`src/rtl/spike_bus_pkg.sv`:
```
// Shared definitions for the spike-event bus: neuron count, FSM states,
// phase-counter width and the default event envelope.
package spike_bus_pkg;

  localparam int NUM_NEURONS = 8;
  localparam int PHASE_W     = 4;

  // Default envelope: setup + strobe + hold + gap = 5-cycle event period.
  localparam int unsigned DEF_SETUP  = 1;
  localparam int unsigned DEF_STROBE = 1;
  localparam int unsigned DEF_HOLD   = 1;
  localparam int unsigned DEF_GAP    = 2;

  typedef enum logic [2:0] {
    ST_IDLE,
    ST_SETUP,
    ST_STROBE,
    ST_HOLD,
    ST_GAP
  } state_e;

  typedef logic [NUM_NEURONS:1] nvec_t;
  typedef logic [PHASE_W-1:0]   phase_t;

endpackage

```
`src/rtl/spike_rr_arbiter.sv`:
```
// Combinational round-robin arbiter: searches the pending vector starting
// one past the last-granted neuron, wrapping 8 -> 1.
module spike_rr_arbiter
  import spike_bus_pkg::*;
(
  input  nvec_t       pend_i,
  input  logic [3:0]  ptr_i,      // last-granted neuron number, 1..8
  output nvec_t       grant_o,    // one-hot winner
  output logic [3:0]  grant_num_o,
  output logic        valid_o
);

  logic [3:0] n;

  // First pending neuron in rotated order wins.
  always_comb begin
    // NOTE: every output gets a default before the search so no path leaves a
    // signal unassigned, which would otherwise infer a latch.
    grant_o     = '0;
    grant_num_o = '0;
    valid_o     = 1'b0;
    n           = '0;
    for (int i = 1; i <= NUM_NEURONS; i++) begin
      n = 4'(((int'(ptr_i) - 1 + i) % NUM_NEURONS) + 1);
      if (!valid_o && pend_i[n]) begin
        grant_o[n]  = 1'b1;
        grant_num_o = n;
        valid_o     = 1'b1;
      end
    end
  end

endmodule

```
`src/rtl/spike_event_tx.sv`:
```
// Spike-event bus transmitter: latches per-neuron spike requests, picks one
// round-robin, and plays it out as a setup/strobe/hold/gap envelope on the
// one-hot index bus and registered spike strobe. Counts lost requests.
module spike_event_tx
  import spike_bus_pkg::*;
#(
  parameter int unsigned p_setup  = DEF_SETUP,
  parameter int unsigned p_strobe = DEF_STROBE,
  parameter int unsigned p_hold   = DEF_HOLD,
  parameter int unsigned p_gap    = DEF_GAP
) (
  input  logic        i_clk,
  input  logic        i_rst_n,
  input  logic [8:1]  i_spike,
  output logic [8:1]  o_index,
  output logic        o_spike,
  output logic        o_busy,
  output logic        o_drop,
  output logic [7:0]  o_drop_count
);

  state_e     state_q, state_d;
  phase_t     phase_q, phase_d;
  nvec_t      pend_q, pend_d;
  logic [3:0] ptr_q, ptr_d;
  nvec_t      index_q, index_d;
  logic       spike_q, spike_d;
  logic       drop_q, drop_d;
  logic [7:0] cnt_q, cnt_d;

  nvec_t      gnt;
  logic [3:0] gnt_num;
  logic       gnt_valid;
  logic       grant_en;
  nvec_t      clr;
  logic       drop_hit;

  spike_rr_arbiter u_arb (
    .pend_i      (pend_q),
    .ptr_i       (ptr_q),
    .grant_o     (gnt),
    .grant_num_o (gnt_num),
    .valid_o     (gnt_valid)
  );

  // State, envelope outputs, pending set and drop counter registers.
  always_ff @(posedge i_clk) begin
    // NOTE: synchronous reset clears every register, including the pending
    // vector, so an in-flight event is aborted with no partial hold.
    if (!i_rst_n) begin
      state_q <= ST_IDLE;
      phase_q <= '0;
      pend_q  <= '0;
      ptr_q   <= 4'd8;
      index_q <= '0;
      spike_q <= 1'b0;
      drop_q  <= 1'b0;
      cnt_q   <= '0;
    end else begin
      // NOTE: non-blocking assignments so every register samples the
      // pre-edge values computed by the combinational block.
      state_q <= state_d;
      phase_q <= phase_d;
      pend_q  <= pend_d;
      ptr_q   <= ptr_d;
      index_q <= index_d;
      spike_q <= spike_d;
      drop_q  <= drop_d;
      cnt_q   <= cnt_d;
    end
  end

  // Envelope sequencing, grant, pending update and drop detection.
  always_comb begin
    state_d  = state_q;
    phase_d  = phase_q;
    ptr_d    = ptr_q;
    index_d  = index_q;
    spike_d  = spike_q;
    grant_en = 1'b0;

    case (state_q)
      ST_IDLE: begin
        grant_en = gnt_valid;
      end
      ST_SETUP: begin
        if (phase_q == '0) begin
          state_d = ST_STROBE;
          phase_d = phase_t'(p_strobe - 1);
          spike_d = 1'b1;
        end else begin
          phase_d = phase_q - 1'b1;
        end
      end
      ST_STROBE: begin
        if (phase_q == '0) begin
          state_d = ST_HOLD;
          phase_d = phase_t'(p_hold - 1);
          spike_d = 1'b0;
        end else begin
          phase_d = phase_q - 1'b1;
        end
      end
      ST_HOLD: begin
        if (phase_q == '0) begin
          state_d = ST_GAP;
          phase_d = phase_t'(p_gap - 1);
          index_d = '0;
        end else begin
          phase_d = phase_q - 1'b1;
        end
      end
      ST_GAP: begin
        if (phase_q == '0) begin
          if (gnt_valid) grant_en = 1'b1;
          else           state_d  = ST_IDLE;
        end else begin
          phase_d = phase_q - 1'b1;
        end
      end
      default: state_d = ST_IDLE;
    endcase

    if (grant_en) begin
      state_d = ST_SETUP;
      phase_d = phase_t'(p_setup - 1);
      index_d = gnt;
      ptr_d   = gnt_num;
    end

    // A request on the granted bit re-arms it (set wins); any other request
    // on an already-pending bit is lost.
    clr      = grant_en ? gnt : '0;
    drop_hit = |(i_spike & pend_q & ~clr);
    pend_d   = (pend_q & ~clr) | i_spike;
    drop_d   = drop_hit;
    cnt_d    = (drop_hit && cnt_q != 8'hFF) ? cnt_q + 8'd1 : cnt_q;
  end

  assign o_index      = index_q;
  assign o_spike      = spike_q;
  assign o_busy       = (pend_q != '0) || (state_q != ST_IDLE);
  assign o_drop       = drop_q;
  assign o_drop_count = cnt_q;

endmodule

```
`config.mk`:
```
export PLATFORM = sky130hd
export DESIGN_NAME = spike_event_tx
export DESIGN_NICKNAME = d
export VERILOG_FILES = /design/src/rtl/spike_bus_pkg.sv /design/src/rtl/spike_rr_arbiter.sv /design/src/rtl/spike_event_tx.sv
export SDC_FILE = /design/constraint.sdc
export NUM_CORES = 1
export LEC_CHECK = 0
export BUFFER_PORTS_ARGS = -buffer_cell sky130_fd_sc_hd__buf_2
export CAP_MARGIN = 20
export CORE_MARGIN = 2
export CORE_UTILIZATION = 35
export DETAILED_ROUTE_END_ITERATION = 16
export PLACE_DENSITY = 0.57
export SLEW_MARGIN = 10
export SYNTH_ARGS = -nofsm -noshare
export SYNTH_HDL_FRONTEND = slang
export SYNTH_HIERARCHICAL = 1
export SYNTH_SLANG_ARGS = --single-unit
```
`constraint.sdc`:
```
create_clock -name i_clk -period 8.9 [get_ports i_clk]
set_input_delay 0 -clock i_clk [delete_from_list [all_inputs] [get_ports i_clk]]
set_output_delay 0 -clock i_clk [all_outputs]
set_load 0.01 [all_outputs]
```
==> impl_metrics.csv, run 1 <==
group,metric,value,unit
outcome,status,"completed",
drt,dr.pass1.iters,5,
power_and_ir_drop,total_power,1.73,mW
sta,period_share,0.773,
layout,area_delta_synth_final,10.4,%
placement,place_area,0.00399,mm^2
cts,cts_hold_buffers,8,
sta,tns,0,ns
sta,max_freq,0.145,GHz
setup_path,rr_endpoint,"o_drop_count[6]",
setup_path,reg2reg_slack,2.02,ns
sta,setup_violations,0,
layout,fin_util,0.393,
cts,numCtsBuffers,5,
layout,layout-drive-gt1-share,0.144,
synth,synthArstFlopShare,0,
drt,drcViolationCount,0,
sta,hold_ws,0.188,ns
synth,synth_cell_types,85,
sta,skew,0.00449,ns
setup_path,crit_buf_inv,2,
global_routing,grt_pass1_wl,19.2,mm
cts,cts_tree,"built",
global_routing,grt_pass1_vias,3688,
hold_path,hp-start,"i_rst_n",
power_and_ir_drop,power.leakage,1.58,nW
setup_path,slowest_delay,0.64,ns
cts,clk_path_buf_depth,2,
sta,rsz0062_at_grt,"no",
floorplanning,pin_count,29,
hold_path,hold_class,"in -> reg",
setup_path,cp.required,9.09,ns
global_routing,antenna_found_initial,0,
power_and_ir_drop,p_per_area,411,mW/mm^2
floorplanning,rows,38,
global_routing,grt_overflow,0,
synth,synth_cells,494,
setup_path,worstRegToRegCells,19,
setup_path,cp-end-kind,"flip-flop",
layout,layout.nets,538,
placement,post-place-ws,2.17,ns
floorplanning,die_w,108,um
cts,htreeDepth,2,
placement,dp.cells,637,
sta,maxSlewHeadroom,0.387,
setup_path,cpLargestDelayFamily,"simple AND/OR/NAND/NOR gates",
job,max-cap-violations,0,
power_and_ir_drop,vdd_ir_drop_max,0.191,mV
setup_path,crit_arrival,7.07,ns
placement,gp_congestion,0.945,
floorplanning,dieArea,0.0117,mm^2
sta,finalHoldViolations,0,
drt,drt_iter0_drc,361,
synth,ys_seq_elements,37,
layout,final_common_cell,"nand2_1",
synth,synth_seq_area_share,0.195,
setup_path,r2r_start,"ptr_q[0]",
layout,final_cell_mix,"nand2_1 (60), dfxtp_1 (37), nor2_1 (32), a21oi_1 (30), buf_2 (28)",
synth,syn_area,0.00380,mm^2
drt,wl_per_cell,17.9,um
sta,final_max_slew_viol_count,0,
drt,ant_nets,0,
synth,synth-edff-count,0,
layout,fin_cells,653,
synth,ys.flop_type,"dfxtp_1",
synth,synth.net_count,520,
cts,ctsResizeCount,0,
setup_path,crit_fanout,33,
placement,dpl.hpwl,8.85,mm
hold_path,whs_path_depth,2,
setup_path,cp-start-kind,"flip-flop",
setup_path,worst_path_max_delay_cell,"or4_1",
hold_path,hold_end,"ptr_q[3]",
synth,synth_area_per_cell,7.70,um^2
floorplanning,initial_utilization,0.356,
layout,num_antenna_cells,0,
drt,dr_total_vias,3930,
layout,stdcell_area,0.00420,mm^2
setup_path,startpoint,"ptr_q[0]",
cts,cts_root_buf,"clkbuf_8",
setup_path,critPathKind,"reg -> reg",
drt,via_per_inst,6.02,
floorplanning,die_y,108,um
cts,cts_setup_buffers,0,
cts,clkSinkCount,37,
sta,finalCriticalPeriod,6.88,ns
placement,io_buffers,28,
synth,yosysWarnings,6,
sta,setup_slack,2.02,ns
sta,tightest_slew,0.919,ns
global_routing,grt_max_degree,40,
drt,drt-total-wl,11.7,mm
cts,path_clk_slew,0.08,ns
setup_path,cp_cell_sequence,"buf_4, inv_1, ha_1, xor2_1, ha_1, xor2_1, mux4_2, nor3b_1, a211o_1, or3_1, or4_1, o21ai_2, a2111oi_0, o211ai_1, o2111ai_1, a32o_1, nor4_4, nor3_2, o221a_1",
floorplanning,core,0.0107,mm^2
cts,worst_skew_pair.late_latency,0.29,ns
global_routing,grt_usage,0.205,
==> how the worst max path moves through the flow <==
stage | end | cells after the start
after detailed placement | o_drop_count[6] | 19
after global routing | o_drop_count[1] | 19
after CTS | o_drop_count[6] | 19
final | o_drop_count[6] | 19
after global placement | o_drop_count[6] | 19
after floorplan | o_drop_count[6] | 24
==> per-layer routing <==
layer  wire length [um]  up-vias  global-route usage  share of wire
met4                260        0              0.0595          0.022
li1                   -     1885                   -              -
met2               4870      171               0.297           0.42
met5                  0        -                   0              0
met3               1030       25              0.0555          0.088
met1               5540     1849               0.296           0.47
==> layout make-up <==
type | instances | area, um^2
clock inverters | 3 | 65.1
fillers | 1132 | 6500
multi-input cells | 412 | 2850
repair buffers | 37 | 228
flip-flops and latches | 37 | 741
clock buffers | 5 | 68.8
inverters | 19 | 71.3
well taps | 140 | 175
==> kinds of logic (layout without fill, tap and decap cells) <==
logic type / after synthesis / after routing / share of synthesized area
and+or+nand+nor: 224 / 224 / 0.335
AOI/OAI and AO/OA: 136 / 136 / 0.259
buffers and inverters: 45 / 64 / 0.0559
DFF: 37 / 37 / 0.195
muxes: 25 / 25 / 0.0743
adders and majority gates: 16 / 16 / 0.0526
xor gates and xnor gates: 11 / 11 / 0.0289
==> cell usage after synthesis, drive strengths merged (9+ instances only) <==
| master | n | share of area |
|---|---|---|
| mux2i | 17 | 0.045 |
| ha | 16 | 0.053 |
| nor3 | 23 | 0.036 |
| nand2 | 61 | 0.061 |
| o21ai | 21 | 0.029 |
| inv | 19 | 0.019 |
| dfxtp | 37 | 0.19 |
| clkbuf | 12 | 0.012 |
| a21boi | 11 | 0.022 |
| a21oi | 30 | 0.039 |
| nor2b | 20 | 0.033 |
| or3 | 9 | 0.015 |
| nand3 | 15 | 0.021 |
| buf | 14 | 0.025 |
| nor3b | 10 | 0.025 |
| nor2 | 33 | 0.033 |
==> power by group <==
| part | leakage, nW | internal [mW] | switching (mW) |
|---|---|---|---|
| clock network | 0.0681 | 0.111 | 0.0622 |
| registers | 0.304 | 0.204 | 0.0470 |
| logic | 1.21 | 0.456 | 0.846 |
| total | 1.58 | 0.771 | 0.956 |
==> worst register-to-register path: cells and delay by family (launching register included) <==
| kind | cells | cell delay, ns |
|---|---|---|
| adder cells (fa/ha/maj) | 2 | 1.17 |
| buffers and inverters | 2 | 0.74 |
| XOR/XNOR | 2 | 0.72 |
| AO/OA/AOI/OAI | 7 | 1.68 |
| multiplexers | 1 | 0.41 |
| AND/OR/NAND/NOR | 5 | 1.76 |
| flip-flops | 1 | 0.30 |
==> state kept, by name, indices dropped and copies added (netlist names) <==
signal	cells
o_spike	1
ptr_q	4
o_drop	1
pend_q	8
state_q	3
o_drop_count	8
o_index	8
phase_q	4
No activity file was read; power rests on OpenSTA's default activity.
==> run 2: changes to the inputs <==
Clock period 8.9 ns to 6.4 ns, I/O delays scaled along.
==> impl_metrics.csv, run 2 (synthesis results as in run 1) <==
group,metric,value,unit
drt,dr_total_vias,3942,
floorplanning,dieArea,0.0117,mm^2
outcome,status,"completed",
sta,rsz0062_at_grt,"no",
placement,gp_congestion,0.983,
hold_path,hold_class,"in -> reg",
layout,layout.nets,546,
power_and_ir_drop,combPwrFrac,0.765,
power_and_ir_drop,pwr-share-seq,0.144,
floorplanning,pin_count,29,
power_and_ir_drop,switchingPower,1.33,mW
layout,num_antenna_cells,0,
layout,stdcell_area,0.00425,mm^2
sta,setup_violations,0,
layout,area_delta_synth_final,11.6,%
sta,final_max_slew_viol_count,0,
global_routing,grt_usage,0.223,
setup_path,cp-end-kind,"flip-flop",
drt,dr.pass1.iters,5,
global_routing,antenna_found_initial,0,
placement,place_area,0.00405,mm^2
power_and_ir_drop,p_per_area,564,mW/mm^2
cts,htreeDepth,2,
power_and_ir_drop,p_int,1.06,mW
placement,dp.cells,645,
cts,path_clk_slew,0.09,ns
drt,drcViolationCount,0,
setup_path,startpoint,"ptr_q[0]",
global_routing,grt_overflow,0,
cts,cts_root_buf,"clkbuf_8",
sta,skew,0.0140,ns
cts,clkSinkCount,37,
placement,post-place-ws,0.743,ns
cts,numCtsBuffers,5,
sta,tightest_slew,0.727,ns
layout,final_cell_mix,"nand2_1 (60), dfxtp_1 (37), nor2_1 (32), a21oi_1 (30), buf_2 (28)",
setup_path,crit_arrival,5.88,ns
setup_path,endpoint,"o_drop_count[6]",
placement,io_buffers,28,
sta,setup_slack,0.720,ns
power_and_ir_drop,clkPwrFrac,0.091,
layout,fin_util,0.397,
setup_path,r2r_start,"ptr_q[0]",
global_routing,grt_max_degree,40,
floorplanning,die_y,108,um
sta,maxSlewHeadroom,0.512,
cts,cts_setup_buffers,0,
drt,drt_iter0_drc,348,
setup_path,rr_endpoint,"o_drop_count[6]",
setup_path,cp.required,6.60,ns
setup_path,cp-start-kind,"flip-flop",
layout,layout-drive-gt1-share,0.157,
setup_path,critPathKind,"reg -> reg",
floorplanning,core,0.0107,mm^2
setup_path,reg2reg_slack,0.72,ns
drt,ant_nets,0,
power_and_ir_drop,power.leakage,1.61,nW
layout,final_common_cell,"nand2_1",
global_routing,grt_pass1_wl,20.2,mm
sta,tns,0,ns
sta,period_share,0.888,
setup_path,worstRegToRegCells,18,
layout,fill_cells,1131,
power_and_ir_drop,p_sw_frac,0.557,
drt,via_per_inst,5.96,
drt,wl_per_cell,19.0,um
cts,cts_tree,"built",
sta,finalHoldViolations,0,
sta,finalCriticalPeriod,5.68,ns
cts,worst_skew_pair.late_latency,0.30,ns
floorplanning,rows,38,
placement,dpl.hpwl,9.70,mm
drt,drt-total-wl,12.6,mm
sta,max_freq,0.176,GHz
layout,fin_cells,661,
global_routing,grt_pass1_vias,3690,
setup_path,crit_fanout,15,
floorplanning,initial_utilization,0.356,
cts,clk_path_buf_depth,2,
floorplanning,die_w,108,um
job,max-cap-violations,0,
power_and_ir_drop,vdd_ir_drop_max,0.232,mV
## run 2: cell count changes in the layout (fill, tap and decap cells not counted), sizes merged
| cell | change |
|---|---|
| clkinvlp | +1 |
| buf | +8 |
| clkbuf | +1 |
| bufinv | -1 |
| clkinv | -1 |
## run 2: routing by layer
layer	GRT usage	share of wire	vias to the layer above
li1	-	-	1894
met1	0.305	0.45	1891
met2	0.363	0.47	137
met3	0.0301	0.060	20
met4	0.0696	0.023	0
met5	0	0	-
## run 2: power by group through the flow
| stage | Combinational [mW] | Sequential, mW | Clock (mW) |
|---|---|---|---|
| final | 1.83 | 0.345 | 0.217 |
| after global routing | 2.01 | 0.354 | 0.230 |
| after CTS | 1.80 | 0.344 | 0.222 |
| after detailed placement | 1.79 | 0.349 | 0 |
| after global placement | 1.82 | 0.348 | 0 |
| after floorplan | 1.36 | 0.342 | 0 |
## run 2: repair_timing
item | 4_1_cts | 5_1_grt
gates resized for setup | 0 | 0
hold endpoints to repair | 8 | 0
hold buffers | 8 | 0
## run 2: through the flow
stage / hold slack, ns / power (mW)
final: 0.183 / 2.39
after global routing: 0.244 / 2.59
after CTS: 0.181 / 2.37
after detailed placement: 0.231 / 2.14
after global placement: 0.226 / 2.17
after floorplan: 0.124 / 1.70
## run 2: layout make-up
type | instances | area, um^2 | area share
Timing Repair Buffer | 45 | 288 | 0.0678
Clock buffer | 6 | 82.6 | 0.0195
Tap cell | 140 | 175 | 0.0413
Multi-Input combinational cell | 412 | 2850 | 0.671
Inverter | 19 | 71.3 | 0.0168
Sequential cell | 37 | 741 | 0.174
Clock inverter | 2 | 37.5 | 0.00884
## run 2: worst min path at each step
stage | start | endpoint | slack (ns) | cells past startpoint
floorplan | i_spike[1] | pend_q[0] | 0.12 | 1
global route | i_rst_n | ptr_q[3] | 0.24 | 2
CTS | i_rst_n | ptr_q[3] | 0.18 | 2
global placement | i_spike[5] | pend_q[4] | 0.23 | 2
finish | i_rst_n | ptr_q[3] | 0.18 | 2
detailed placement | i_spike[5] | pend_q[4] | 0.23 | 2
## run 2: worst max-delay path, cell delays in order, from the launching register on
cell and delay (ns):
dfxtp_1 0.32, inv_1 0.07, buf_4 0.23, ha_1 0.46, ha_1 0.34, xor2_1 0.44, mux4_2 0.32, nor3b_1 0.06
a211o_1 0.39, or3_1 0.37, or4_1 0.64, o21ai_2 0.25, a2111oi_0 0.13, o211ai_1 0.12, o2111ai_1 0.19, a32o_1 0.35
nor4_4 0.54, nor3_2 0.10, o221a_1 0.25
==> run 3: changes to the inputs <==
Settings changed: CORE_MARGIN 2 to default, SETUP_SLACK_MARGIN from default to 0.02.
==> impl_metrics.csv, run 3 (synthesis results as in run 1) <==
group,metric,value,unit
global_routing,grt_overflow,0,
sta,setup_violations,0,
setup_path,r2r_start,"ptr_q[1]",
cts,clk_path_buf_depth,2,
floorplanning,pin_count,29,
power_and_ir_drop,power.leakage,1.59,nW
global_routing,antenna_found_initial,0,
sta,rsz0062_at_grt,"no",
sta,period_share,0.895,
cts,cts_root_buf,"clkbuf_8",
drt,dr.pass1.iters,5,
layout,layout.nets,545,
global_routing,grt_max_degree,40,
setup_path,crit_arrival,5.91,ns
sta,finalHoldViolations,0,
sta,tns,0,ns
hold_path,hold_class,"in -> reg",
hold_path,hp-start,"i_rst_n",
setup_path,critPathKind,"reg -> reg",
drt,drcViolationCount,0,
placement,io_buffers,28,
layout,multi_input_area,0.00285,mm^2
layout,final_common_cell,"nand2_1",
layout,area_delta_synth_final,10.3,%
placement,gp_congestion,1.03,
sta,max_freq,0.175,GHz
cts,numCtsBuffers,5,
layout,layout-drive-gt1-share,0.152,
floorplanning,core,0.0104,mm^2
outcome,status,"completed",
setup_path,cp.required,6.59,ns
sta,finalCriticalPeriod,5.73,ns
layout,final_cell_mix,"nand2_1 (60), dfxtp_1 (37), nor2_1 (32), a21oi_1 (30), buf_2 (28)",
cts,clkSinkCount,37,
drt,drt_iter0_drc,419,
cts,path_clk_slew,0.09,ns
power_and_ir_drop,vdd_ir_drop_max,0.185,mV
floorplanning,initial_utilization,0.365,
floorplanning,die_y,106,um
sta,tightest_slew,0.740,ns
setup_path,cp-start-kind,"flip-flop",
floorplanning,rows,37,
layout,fill_cells,1106,
layout,regArea,741,um^2
cts,ctsResizeCount,0,
global_routing,grt_usage,0.224,
global_routing,grt_pass1_vias,3893,
drt,via_per_inst,6.08,
power_and_ir_drop,p_per_area,558,mW/mm^2
setup_path,worstRegToRegCells,18,
drt,dr_total_vias,3981,
setup_path,reg2reg_slack,0.67,ns
layout,fin_util,0.403,
floorplanning,dieArea,0.0113,mm^2
cts,htreeDepth,2,
drt,drt-total-wl,12.1,mm
sta,final_max_slew_viol_count,0,
setup_path,rr_endpoint,"o_drop_count[6]",
placement,dpl.hpwl,9.17,mm
drt,ant_nets,0,
layout,num_antenna_cells,0,
drt,wl_per_cell,18.5,um
global_routing,grt_pass1_wl,20.0,mm
sta,maxSlewHeadroom,0.502,
cts,cts_tree,"built",
setup_path,crit_fanout,11,
setup_path,cp-end-kind,"flip-flop",
sta,skew,0.0137,ns
cts,worst_skew_pair.late_latency,0.30,ns
floorplanning,die_w,106,um
hold_path,whs_path_depth,2,
job,max-cap-violations,0,
hold_path,hold_end,"ptr_q[3]",
[run 3: changes by cell type in the layout (fill, tap and decap cells not counted), sizes merged]
cell      change
clkinvlp      -1
clkinv        +1
bufinv        -1
buf           -1
[run 3: cell type report]
cell class / count / share of cell area
Multi-Input combinational cell: 412 / 0.680
Clock inverter: 1 / 0.00209
Timing Repair Buffer: 44 / 0.0668
Inverter: 19 / 0.0170
Sequential cell: 37 / 0.177
Tap cell: 136 / 0.0406
Clock buffer: 6 / 0.0173
[run 3: power by group]
group	leakage [nW]	switching, mW	internal (mW)
Sequential	0.304	0.0560	0.284
Combinational	1.24	1.18	0.653
Clock	0.0412	0.0923	0.0757
[run 3: metal layers]
layer / up-vias / GRT usage / part of all wire
met5: - / 0 / 0
met4: 0 / 0.0804 / 0.033
met3: 34 / 0.0533 / 0.079
met2: 198 / 0.350 / 0.44
met1: 1852 / 0.297 / 0.45
li1: 1897 / - / -
[run 3: worst max-delay path, cell delays in order (launching register included)]
cell and delay (ns):
dfxtp_1 0.32, inv_1 0.12, ha_1 0.21, xor2_1 0.38, inv_1 0.27, ha_1 0.28
nor4b_1 0.31, xnor2_1 0.13, o32ai_2 0.33, mux2_2 0.45, nor4_1 0.39, nand3_2 0.22
o32ai_1 0.56, a221o_1 0.25, o2111a_1 0.29, o22ai_2 0.14, nor4_4 0.59, nor3_2 0.10
o221a_1 0.25
[run 3: worst max-delay path by stage]
stage / start / to / slack, ns / depth (start not counted)
2_1_floorplan: ptr_q[0] / o_drop_count[6] / 0.90 / 24
4_1_cts: ptr_q[1] / o_drop_count[1] / 0.71 / 18
6_report: ptr_q[1] / o_drop_count[6] / 0.67 / 18
5_1_grt: ptr_q[1] / o_drop_count[1] / 0.14 / 19
3_3_place_gp: ptr_q[1] / o_drop_count[6] / 0.76 / 18
3_5_place_dp: ptr_q[1] / o_drop_count[1] / 0.76 / 18
[run 3: timing repair]
item,CTS,global route
hold endpoints to repair,8,0
hold buffers,8,0
setup buffers,0,0
[run 3: per-stage QoR]
stage	instances	instance area [um^2]	hold slack [ns]	setup slack [ns]	total power [mW]
after detailed placement	640	4030	0.234	0.761	2.11
after CTS	655	4190	0.185	0.712	2.30
after floorplan	494	3800	0.124	0.895	1.70
after global placement	640	4030	0.227	0.764	2.14
after global routing	655	4190	0.218	0.144	2.54
final	655	4190	0.179	0.674	2.34
